==> config.mk <==
export PLATFORM = sky130hd
export DESIGN_NAME = map_probe_scheduler_flat
export DESIGN_NICKNAME = d
export VERILOG_FILES = /design/src/rtl/map_sched_pkg.sv /design/src/rtl/map_probe_scheduler_if.sv /design/src/rtl/map_tag_pipe.sv /design/src/rtl/map_probe_scheduler.sv /design/src/flat_wrapper.sv
export SDC_FILE = /design/constraint.sdc
export NUM_CORES = 1
export LEC_CHECK = 0
export CAP_MARGIN = 20
export CORE_MARGIN = 2
export CORE_UTILIZATION = 50
export DETAILED_ROUTE_END_ITERATION = 8
export PLACE_DENSITY_LB_ADDON = 0.25
export SLEW_MARGIN = 0
export SYNTH_ARGS = -nofsm -noshare
export SYNTH_HDL_FRONTEND = slang
export SYNTH_SLANG_ARGS = --single-unit
==> constraint.sdc <==
create_clock -name Clk -period 12.44 [get_ports Clk]
set_clock_uncertainty 0.1 [all_clocks]
set_input_delay 2.488 -clock Clk [delete_from_list [all_inputs] [get_ports Clk]]
set_output_delay 2.488 -clock Clk [all_outputs]
set_load 0.02 [all_outputs]
==> src/rtl/map_sched_pkg.sv <==
// Shared types for the Map probe scheduler: coordinate width, probe directions,
// FSM states, the in-flight probe tag, and the probe coordinate helper.
package map_sched_pkg;

    localparam int COORD_W = 10;
    localparam int CHAR_W  = 4;

    typedef logic [CHAR_W-1:0] char_idx_t;

    typedef enum logic [1:0] {
        DIR_UP    = 2'd0,
        DIR_DOWN  = 2'd1,
        DIR_LEFT  = 2'd2,
        DIR_RIGHT = 2'd3
    } dir_e;

    typedef enum logic [1:0] {
        IDLE  = 2'd0,
        LATCH = 2'd1,
        ISSUE = 2'd2,
        DRAIN = 2'd3
    } sched_state_e;

    typedef struct packed {
        logic      valid;
        char_idx_t idx;
        dir_e      dir;
    } probe_tag_t;

    localparam probe_tag_t TAG_NONE = '{valid: 1'b0, idx: '0, dir: DIR_UP};

    // Edge probe point around a character center; 10-bit wraparound is intended.
    function automatic logic [2*COORD_W-1:0] probe_point(
        input logic [COORD_W-1:0] x,
        input logic [COORD_W-1:0] y,
        input logic [COORD_W-1:0] x_size,
        input logic [COORD_W-1:0] y_size,
        input dir_e               dir
    );
        logic [COORD_W-1:0] px;
        logic [COORD_W-1:0] py;
        px = x;
        py = y;
        case (dir)
            DIR_UP:   py = y - y_size;
            DIR_DOWN: py = y + y_size;
            DIR_LEFT: px = x - x_size;
            default:  px = x + x_size;
        endcase
        return {px, py};
    endfunction

endpackage

==> src/rtl/map_probe_scheduler_if.sv <==
// Shared Map wall-lookup port: the scheduler is the master, the Map is the slave.
interface map_probe_scheduler_if;
    import map_sched_pkg::*;

    logic               map_rd;
    logic [COORD_W-1:0] map_x;
    logic [COORD_W-1:0] map_y;
    logic               map_is_wall;
    logic [COORD_W-1:0] map_bias_x;
    logic [COORD_W-1:0] map_bias_y;

    modport master (
        output map_rd, map_x, map_y,
        input  map_is_wall, map_bias_x, map_bias_y
    );

    modport slave (
        input  map_rd, map_x, map_y,
        output map_is_wall, map_bias_x, map_bias_y
    );

endinterface

==> src/rtl/map_tag_pipe.sv <==
// MAP_LAT-deep delay line carrying probe tags alongside the Map read latency,
// cleared by the asynchronous reset so no stale return is ever committed.
module map_tag_pipe
    import map_sched_pkg::*;
#(
    parameter int MAP_LAT = 1
) (
    input  logic       clk,
    input  logic       rst_n,
    input  probe_tag_t tag_in,
    output probe_tag_t tag_out
);

    probe_tag_t stage_p [MAP_LAT];

    always_ff @(posedge clk or negedge rst_n) begin
        if (!rst_n) begin
            for (int i = 0; i < MAP_LAT; i++) stage_p[i] <= TAG_NONE;
        end else begin
            stage_p[0] <= tag_in;
            for (int i = 1; i < MAP_LAT; i++) stage_p[i] <= stage_p[i-1];
        end
    end

    assign tag_out = stage_p[MAP_LAT-1];

endmodule

==> src/rtl/map_probe_scheduler.sv <==
// Shares one Map lookup port among NUM_CHAR characters, four edge probes each per frame.
// Optional MAP_SCHED_RR_EN: rotate the service start index every serviced frame.
module map_probe_scheduler
    import map_sched_pkg::*;
#(
    parameter int                 NUM_CHAR = 2,
    parameter logic [COORD_W-1:0] X_SIZE   = 10'd30,
    parameter logic [COORD_W-1:0] Y_SIZE   = 10'd30,
    parameter int                 MAP_LAT  = 1
) (
    input  logic                            Clk,
    input  logic                            Reset_n,
    input  logic                            frame_clk,
    input  logic [NUM_CHAR-1:0]             char_req,
    input  logic [NUM_CHAR*COORD_W-1:0]     char_x,
    input  logic [NUM_CHAR*COORD_W-1:0]     char_y,
    map_probe_scheduler_if.master           map,
    output logic [NUM_CHAR*4-1:0]           res_wall,
    output logic [NUM_CHAR*4*COORD_W-1:0]   res_bias,
    output logic [NUM_CHAR-1:0]             res_valid,
    output logic                            busy,
    output logic                            overrun
);

    sched_state_e       state, state_n;
    logic               frame_d, frame_rise;
    char_idx_t          start_idx;
    char_idx_t          order_n [NUM_CHAR];
    char_idx_t          order_q [NUM_CHAR];
    char_idx_t          last_slot_n, last_slot_q;
    logic               any_req;
    logic [COORD_W-1:0] x_s [NUM_CHAR];
    logic [COORD_W-1:0] y_s [NUM_CHAR];
    char_idx_t          slot;
    dir_e               dir;
    logic [2:0]         drain_cnt;
    char_idx_t          cur_char;
    logic [COORD_W-1:0] cur_x, cur_y, probe_x, probe_y;
    logic [COORD_W-1:0] hold_x, hold_y;
    logic               issue_last;
    probe_tag_t         tag_in, tag_out;
    logic [3:0]              wall_q [NUM_CHAR];
    logic [3:0][COORD_W-1:0] bias_q [NUM_CHAR];

    always_ff @(posedge Clk or negedge Reset_n) begin
        if (!Reset_n) begin
            frame_d    <= 1'b0;
            frame_rise <= 1'b0;
        end else begin
            frame_d    <= frame_clk;
            frame_rise <= frame_clk & ~frame_d;
        end
    end

`ifdef MAP_SCHED_RR_EN
    always_ff @(posedge Clk or negedge Reset_n) begin
        if (!Reset_n) begin
            start_idx <= '0;
        end else if (state == LATCH) begin
            start_idx <= (start_idx == char_idx_t'(NUM_CHAR-1)) ? '0 : start_idx + char_idx_t'(1);
        end
    end
`else
    assign start_idx = '0;
`endif

    // Compact the requesters into a service list beginning at start_idx.
    always_comb begin
        int cnt;
        cnt = 0;
        for (int j = 0; j < NUM_CHAR; j++) order_n[j] = '0;
        for (int i = 0; i < NUM_CHAR; i++) begin
            for (int c = 0; c < NUM_CHAR; c++) begin
                if (c == (int'(start_idx) + i) % NUM_CHAR && char_req[c]) begin
                    for (int j = 0; j < NUM_CHAR; j++) begin
                        if (j == cnt) order_n[j] = char_idx_t'(c);
                    end
                    cnt = cnt + 1;
                end
            end
        end
        any_req     = (cnt != 0);
        last_slot_n = char_idx_t'(cnt - 1);
    end

    always_ff @(posedge Clk) begin
        if (state == LATCH) begin
            for (int k = 0; k < NUM_CHAR; k++) begin
                x_s[k] <= char_x[k*COORD_W +: COORD_W];
                y_s[k] <= char_y[k*COORD_W +: COORD_W];
            end
            order_q     <= order_n;
            last_slot_q <= last_slot_n;
        end
    end

    always_comb begin
        cur_char = '0;
        cur_x    = '0;
        cur_y    = '0;
        for (int i = 0; i < NUM_CHAR; i++) begin
            if (slot == char_idx_t'(i)) cur_char = order_q[i];
        end
        for (int k = 0; k < NUM_CHAR; k++) begin
            if (cur_char == char_idx_t'(k)) begin
                cur_x = x_s[k];
                cur_y = y_s[k];
            end
        end
        {probe_x, probe_y} = probe_point(cur_x, cur_y, X_SIZE, Y_SIZE, dir);
    end

    assign map.map_rd = (state == ISSUE);
    assign map.map_x  = map.map_rd ? probe_x : hold_x;
    assign map.map_y  = map.map_rd ? probe_y : hold_y;
    assign issue_last = (state == ISSUE) && (slot == last_slot_q) && (dir == DIR_RIGHT);
    assign busy       = (state != IDLE);
    assign overrun    = frame_rise & busy;

    always_comb begin
        state_n = state;
        case (state)
            IDLE:    if (frame_rise) state_n = LATCH;
            LATCH:   state_n = any_req ? ISSUE : IDLE;
            ISSUE:   if (issue_last) state_n = DRAIN;
            default: if (drain_cnt == 3'(MAP_LAT-1)) state_n = IDLE;
        endcase
    end

    always_ff @(posedge Clk or negedge Reset_n) begin
        if (!Reset_n) begin
            state     <= IDLE;
            slot      <= '0;
            dir       <= DIR_UP;
            drain_cnt <= '0;
            hold_x    <= '0;
            hold_y    <= '0;
        end else begin
            state <= state_n;
            if (state == LATCH) begin
                slot <= '0;
                dir  <= DIR_UP;
            end else if (state == ISSUE) begin
                dir <= dir_e'(dir + 2'd1);
                if (dir == DIR_RIGHT) slot <= slot + char_idx_t'(1);
            end
            drain_cnt <= (state == DRAIN) ? drain_cnt + 3'd1 : 3'd0;
            if (map.map_rd) begin
                hold_x <= probe_x;
                hold_y <= probe_y;
            end
        end
    end

    // Issue stage -> return stage: tags ride alongside the Map latency.
    assign tag_in = '{valid: (state == ISSUE), idx: cur_char, dir: dir};

    map_tag_pipe #(.MAP_LAT(MAP_LAT)) u_tag_pipe (
        .clk     (Clk),
        .rst_n   (Reset_n),
        .tag_in  (tag_in),
        .tag_out (tag_out)
    );

    always_ff @(posedge Clk or negedge Reset_n) begin
        if (!Reset_n) begin
            for (int k = 0; k < NUM_CHAR; k++) begin
                wall_q[k] <= '0;
                bias_q[k] <= '0;
            end
            res_valid <= '0;
        end else begin
            res_valid <= '0;
            if (tag_out.valid) begin
                for (int k = 0; k < NUM_CHAR; k++) begin
                    if (tag_out.idx == char_idx_t'(k)) begin
                        wall_q[k][tag_out.dir] <= map.map_is_wall;
                        bias_q[k][tag_out.dir] <= (tag_out.dir == DIR_UP || tag_out.dir == DIR_DOWN)
                                                  ? map.map_bias_y : map.map_bias_x;
                        if (tag_out.dir == DIR_RIGHT) res_valid[k] <= 1'b1;
                    end
                end
            end
        end
    end

    for (genvar k = 0; k < NUM_CHAR; k++) begin : g_flat
        assign res_wall[4*k +: 4]                 = wall_q[k];
        assign res_bias[4*COORD_W*k +: 4*COORD_W] = bias_q[k];
    end

endmodule
==> src/flat_wrapper.sv <==
// flat-port wrapper written by rule: the top's interface ports become plain ports
module map_probe_scheduler_flat import map_sched_pkg::*;
#(
    parameter int                 NUM_CHAR = 2,
    parameter logic [COORD_W-1:0] X_SIZE   = 10'd30,
    parameter logic [COORD_W-1:0] Y_SIZE   = 10'd30,
    parameter int                 MAP_LAT  = 1
)
  (Clk, Reset_n, frame_clk, char_req, char_x, char_y, res_wall, res_bias, res_valid, busy, overrun, map_map_rd, map_map_x, map_map_y, map_map_is_wall, map_map_bias_x, map_map_bias_y);
  map_probe_scheduler_if map_i ();
  input  logic Clk;
  input  logic Reset_n;
  input  logic frame_clk;
  input  logic [NUM_CHAR-1:0] char_req;
  input  logic [NUM_CHAR*COORD_W-1:0] char_x;
  input  logic [NUM_CHAR*COORD_W-1:0] char_y;
  output logic [NUM_CHAR*4-1:0] res_wall;
  output logic [NUM_CHAR*4*COORD_W-1:0] res_bias;
  output logic [NUM_CHAR-1:0] res_valid;
  output logic busy;
  output logic overrun;
  output wire logic [$bits(map_i.map_rd)-1:0] map_map_rd;
  output wire logic [$bits(map_i.map_x)-1:0] map_map_x;
  output wire logic [$bits(map_i.map_y)-1:0] map_map_y;
  input wire logic [$bits(map_i.map_is_wall)-1:0] map_map_is_wall;
  input wire logic [$bits(map_i.map_bias_x)-1:0] map_map_bias_x;
  input wire logic [$bits(map_i.map_bias_y)-1:0] map_map_bias_y;
  assign map_map_rd = map_i.map_rd;
  assign map_map_x = map_i.map_x;
  assign map_map_y = map_i.map_y;
  assign map_i.map_is_wall = map_map_is_wall;
  assign map_i.map_bias_x = map_map_bias_x;
  assign map_i.map_bias_y = map_map_bias_y;
  map_probe_scheduler #(.NUM_CHAR(NUM_CHAR), .X_SIZE(X_SIZE), .Y_SIZE(Y_SIZE), .MAP_LAT(MAP_LAT)) u_core (.Clk(Clk), .Reset_n(Reset_n), .frame_clk(frame_clk), .char_req(char_req), .char_x(char_x), .char_y(char_y), .map(map_i), .res_wall(res_wall), .res_bias(res_bias), .res_valid(res_valid), .busy(busy), .overrun(overrun));
endmodule
==> impl_metrics.tcl <==
set metrics [dict create \
    whs_ns 0.2940 \
    first_iter_violations 633 \
    fin_cells 1035 \
    ir_worst_vdd_mv 0.1346 \
    postCtsHoldBufs 0 \
    ys_ff_latch 171 \
    grt_pass1_vias 5586 \
    ys_seq_area_frac 0.5992 \
    viasPerCell 5.469 \
    hold_violations 0 \
    synth-edff-count 44 \
    p_leak_nw 4.214 \
    antenna_cells_inserted 0 \
    core_um2 14590 \
    crit_path_start_kind "flip-flop" \
    cts_setup_buffers 0 \
    syn_inst 662 \
    rsz0062_at_grt "false" \
    crit_required_ns 9.85 \
    portBuffers 178 \
    std_cell_rows 44 \
    avgSynthCellArea_um2 11.34 \
    criticalPathCategory "reg2out" \
    layout_commonest_cell "clkdlybuf4s50_1" \
    dpl.cell_count 1001 \
    firstDrtPassIters 5 \
    synth_async_sr_flop_share 0.7427 \
    gr-total-overflow 0 \
    die_y_um 126.5 \
    status "finished, final reports clean" \
    grtUsageTotal 0.2325 \
    syn-num-nets 759 \
    cp_data_arrival_time_ns 5.26 \
    period_share 0.6310 \
    grt_start_max_net_pins 67 \
    slew_headroom 0.2383 \
    clk_root_buffer_cell "clkbuf_16" \
    cts_tree "done" \
    dieArea_um2 16010 \
    powerDensity_nw_per_um2 303.2 \
    area_delta_synth_final_pct 34.11 \
    min_period_ns 7.849 \
    antenna_found_initial 0 \
    start_util 0.5147 \
    synth-main-ff-cell "dfrtp_1" \
    max_freq_ghz 0.1274 \
    hold_class "reg2reg" \
    final_cell_mix "clkdlybuf4s50_1 (177), dfrtp_1 (127), nand2_1 (74)" \
    ctsResizeCount 0 \
    min_from "u_core.frame_d$_DFF_PN0_" \
    ff2ff_setup_slack_ns 8.06 \
    reg2reg_from "u_core.slot[1]$_DFFE_PN0P_" \
    synth_area_um2 7508 \
    cts_sinks 171 \
    synth_cell_types 57 \
    grt_pass1_wl_mm 28.96 \
    clockBufferDepth 2 \
    ant_nets 0 \
    tightestPinTransition_ns 1.111 \
    ys_warn_count 0 \
    pin_count 179 \
    setup_viol 0 \
    routed_wl_mm 18.18 \
    avgRoutedWirePerCell_um 17.57 \
    htree_levels 4 \
    die_w_um 126.5 \
    hpwl_mm 12.59 \
    clk_latency_ns 0.43 \
    endpoint_kind "primary output" \
    fin_nets 936 \
    final.fill_count 1036 \
    numCtsBuffers 17 \
    maxCapViolations 0 \
    drive_gt1_frac 0.09048 \
    crit_fanout 21 \
    cp-startpoint "u_core.slot[1]$_DFFE_PN0P_" \
    vias 5660 \
    clkTransAtPathRegs_ns 0.06 \
    slew_viol_final 0 \
    gp_congestion 0.8154 \
    drc 0 \
    setup_tns_ns 0 \
]
power breakdown:
| group | total, mW | switching [mW] | internal (mW) | leakage [nW] |
|---|---|---|---|---|
| Sequential | 0.961 | 0.136 | 0.824 | 1.83 |
| Clock | 0.527 | 0.224 | 0.303 | 0.283 |
| Combinational | 1.57 | 0.879 | 0.687 | 2.10 |
per-layer routing:
layer	routed length, um	part of all wire	vias to the layer above	global-route usage
met4	362	0.020	0	0.07692
met5	0	0	-	0
met1	7567	0.42	2735	0.2994
met2	8917	0.49	222	0.3879
li1	-	-	2674	-
met3	1335	0.073	29	0.05863
kinds of logic (layout without fill, tap and decap cells):
kind of cell,count (synthesis),count (layout),share of synthesized area
AO/OA/AOI/OAI,150,150,0.1171
XOR/XNOR,14,14,0.01633
adder cells (fa/ha/maj),31,31,0.05366
buffers and inverters,55,244,0.03099
flip-flops,171,171,0.5992
multiplexers,46,46,0.06715
AND/OR/NAND/NOR,195,195,0.1155
worst paths after layout:
| kind | depth (start not counted) | to |
|---|---|---|
| setup reg to reg | 13 | u_core.hold_y[9]$_DFF_PN0_ |
| hold reg to reg | 1 | u_core.frame_rise$_DFF_PN0_ |
| setup / recovery | 14 | map_map_y[9] |
| max in group asynchronous | 2 | u_core.res_valid[1]$_DFF_PN0_ |
| min in group asynchronous | 1 | u_core.res_bias[0]$_DFFE_PN0P_ |
| hold / removal | 1 | u_core.frame_rise$_DFF_PN0_ |
final cells by class:
cell class                      instances  area (um^2)  area share
Timing Repair Buffer                  186         1859      0.1846
Clock inverter                         12        137.6     0.01367
Multi-Input combinational cell        436         2799      0.2780
Clock buffer                           19        442.9     0.04399
Inverter                               27        101.3     0.01006
Sequential cell                       171         4499      0.4468
Tap cell                              184        230.2     0.02286
through the flow:
step / worst slack (ns) / instance area [um^2] / total power [mW] / util
after detailed placement: 5.111 / 9447 / 2.518 / 0.6475
final: 4.591 / 10070 / 3.053 / 0.6902
after floorplan: 6.222 / 7508 / 1.870 / -
after global placement: 5.259 / 9447 / 2.467 / 0.6475
after global routing: 4.358 / 10070 / 3.243 / 0.6902
after CTS: 4.593 / 10030 / 3.059 / 0.6873
synth_stat cells (2+ instances only):
cell / n / area, um^2
dfrtp_1: 127 / 3178
nand2_1: 74 / 277.8
nor2_1: 67 / 251.5
a21oi_1: 64 / 320.3
o21ai_0: 52 / 260.3
edfxtp_1: 44 / 1321
ha_1: 29 / 362.9
inv_1: 27 / 101.4
mux2_2: 23 / 259.0
clkbuf_1: 22 / 82.58
mux2i_1: 20 / 200.2
nand3_1: 13 / 65.06
xnor2_1: 12 / 105.1
nor3_1: 9 / 45.04
a21o_1: 5 / 37.54
a31oi_1: 5 / 31.28
o22ai_1: 5 / 31.28
nand4_1: 4 / 25.02
nor3b_1: 4 / 30.03
and2_1: 3 / 18.77
mux2_4: 3 / 45.04
nand2b_1: 3 / 18.77
nand4b_1: 3 / 26.28
nor2b_1: 3 / 18.77
a211oi_1: 2 / 15.01
buf_4: 2 / 15.01
dlygate4sd1_1: 2 / 17.52
fa_1: 2 / 40.04
nor4_1: 2 / 12.51
o21a_1: 2 / 15.01
o21bai_1: 2 / 15.01
xor2_1: 2 / 17.52
state kept, by name, indices dropped and copies added (netlist names):
name,count
u_core.last_slot_q,2
u_core.res_valid,2
u_core.hold_y,10
u_core.hold_x,10
u_core.frame_rise,1
u_core.u_tag_pipe.tag_out,4
u_core.order_q,2
u_core.drain_cnt,3
u_core.slot,4
u_core.dir,2
u_core.res_wall,8
u_core.state,2
u_core.y_s,20
u_core.x_s,20
u_core.frame_d,1
u_core.res_bias,80
critical path, stage by stage, from the launching register on:
cell and delay, ns:
dfrtp_1 0.42, inv_1 0.12, ha_1 0.21, and3b_4 0.33, o21a_1 0.86, mux2_2 0.47
fa_1 0.46, a21o_1 0.20, a211oi_1 0.35, o21ai_0 0.21, a21oi_1 0.16, a31oi_1 0.06
xnor2_1 0.15, a21oi_1 0.17, clkdlybuf4s50_1 0.64
(Power assumes the default switching activity.)
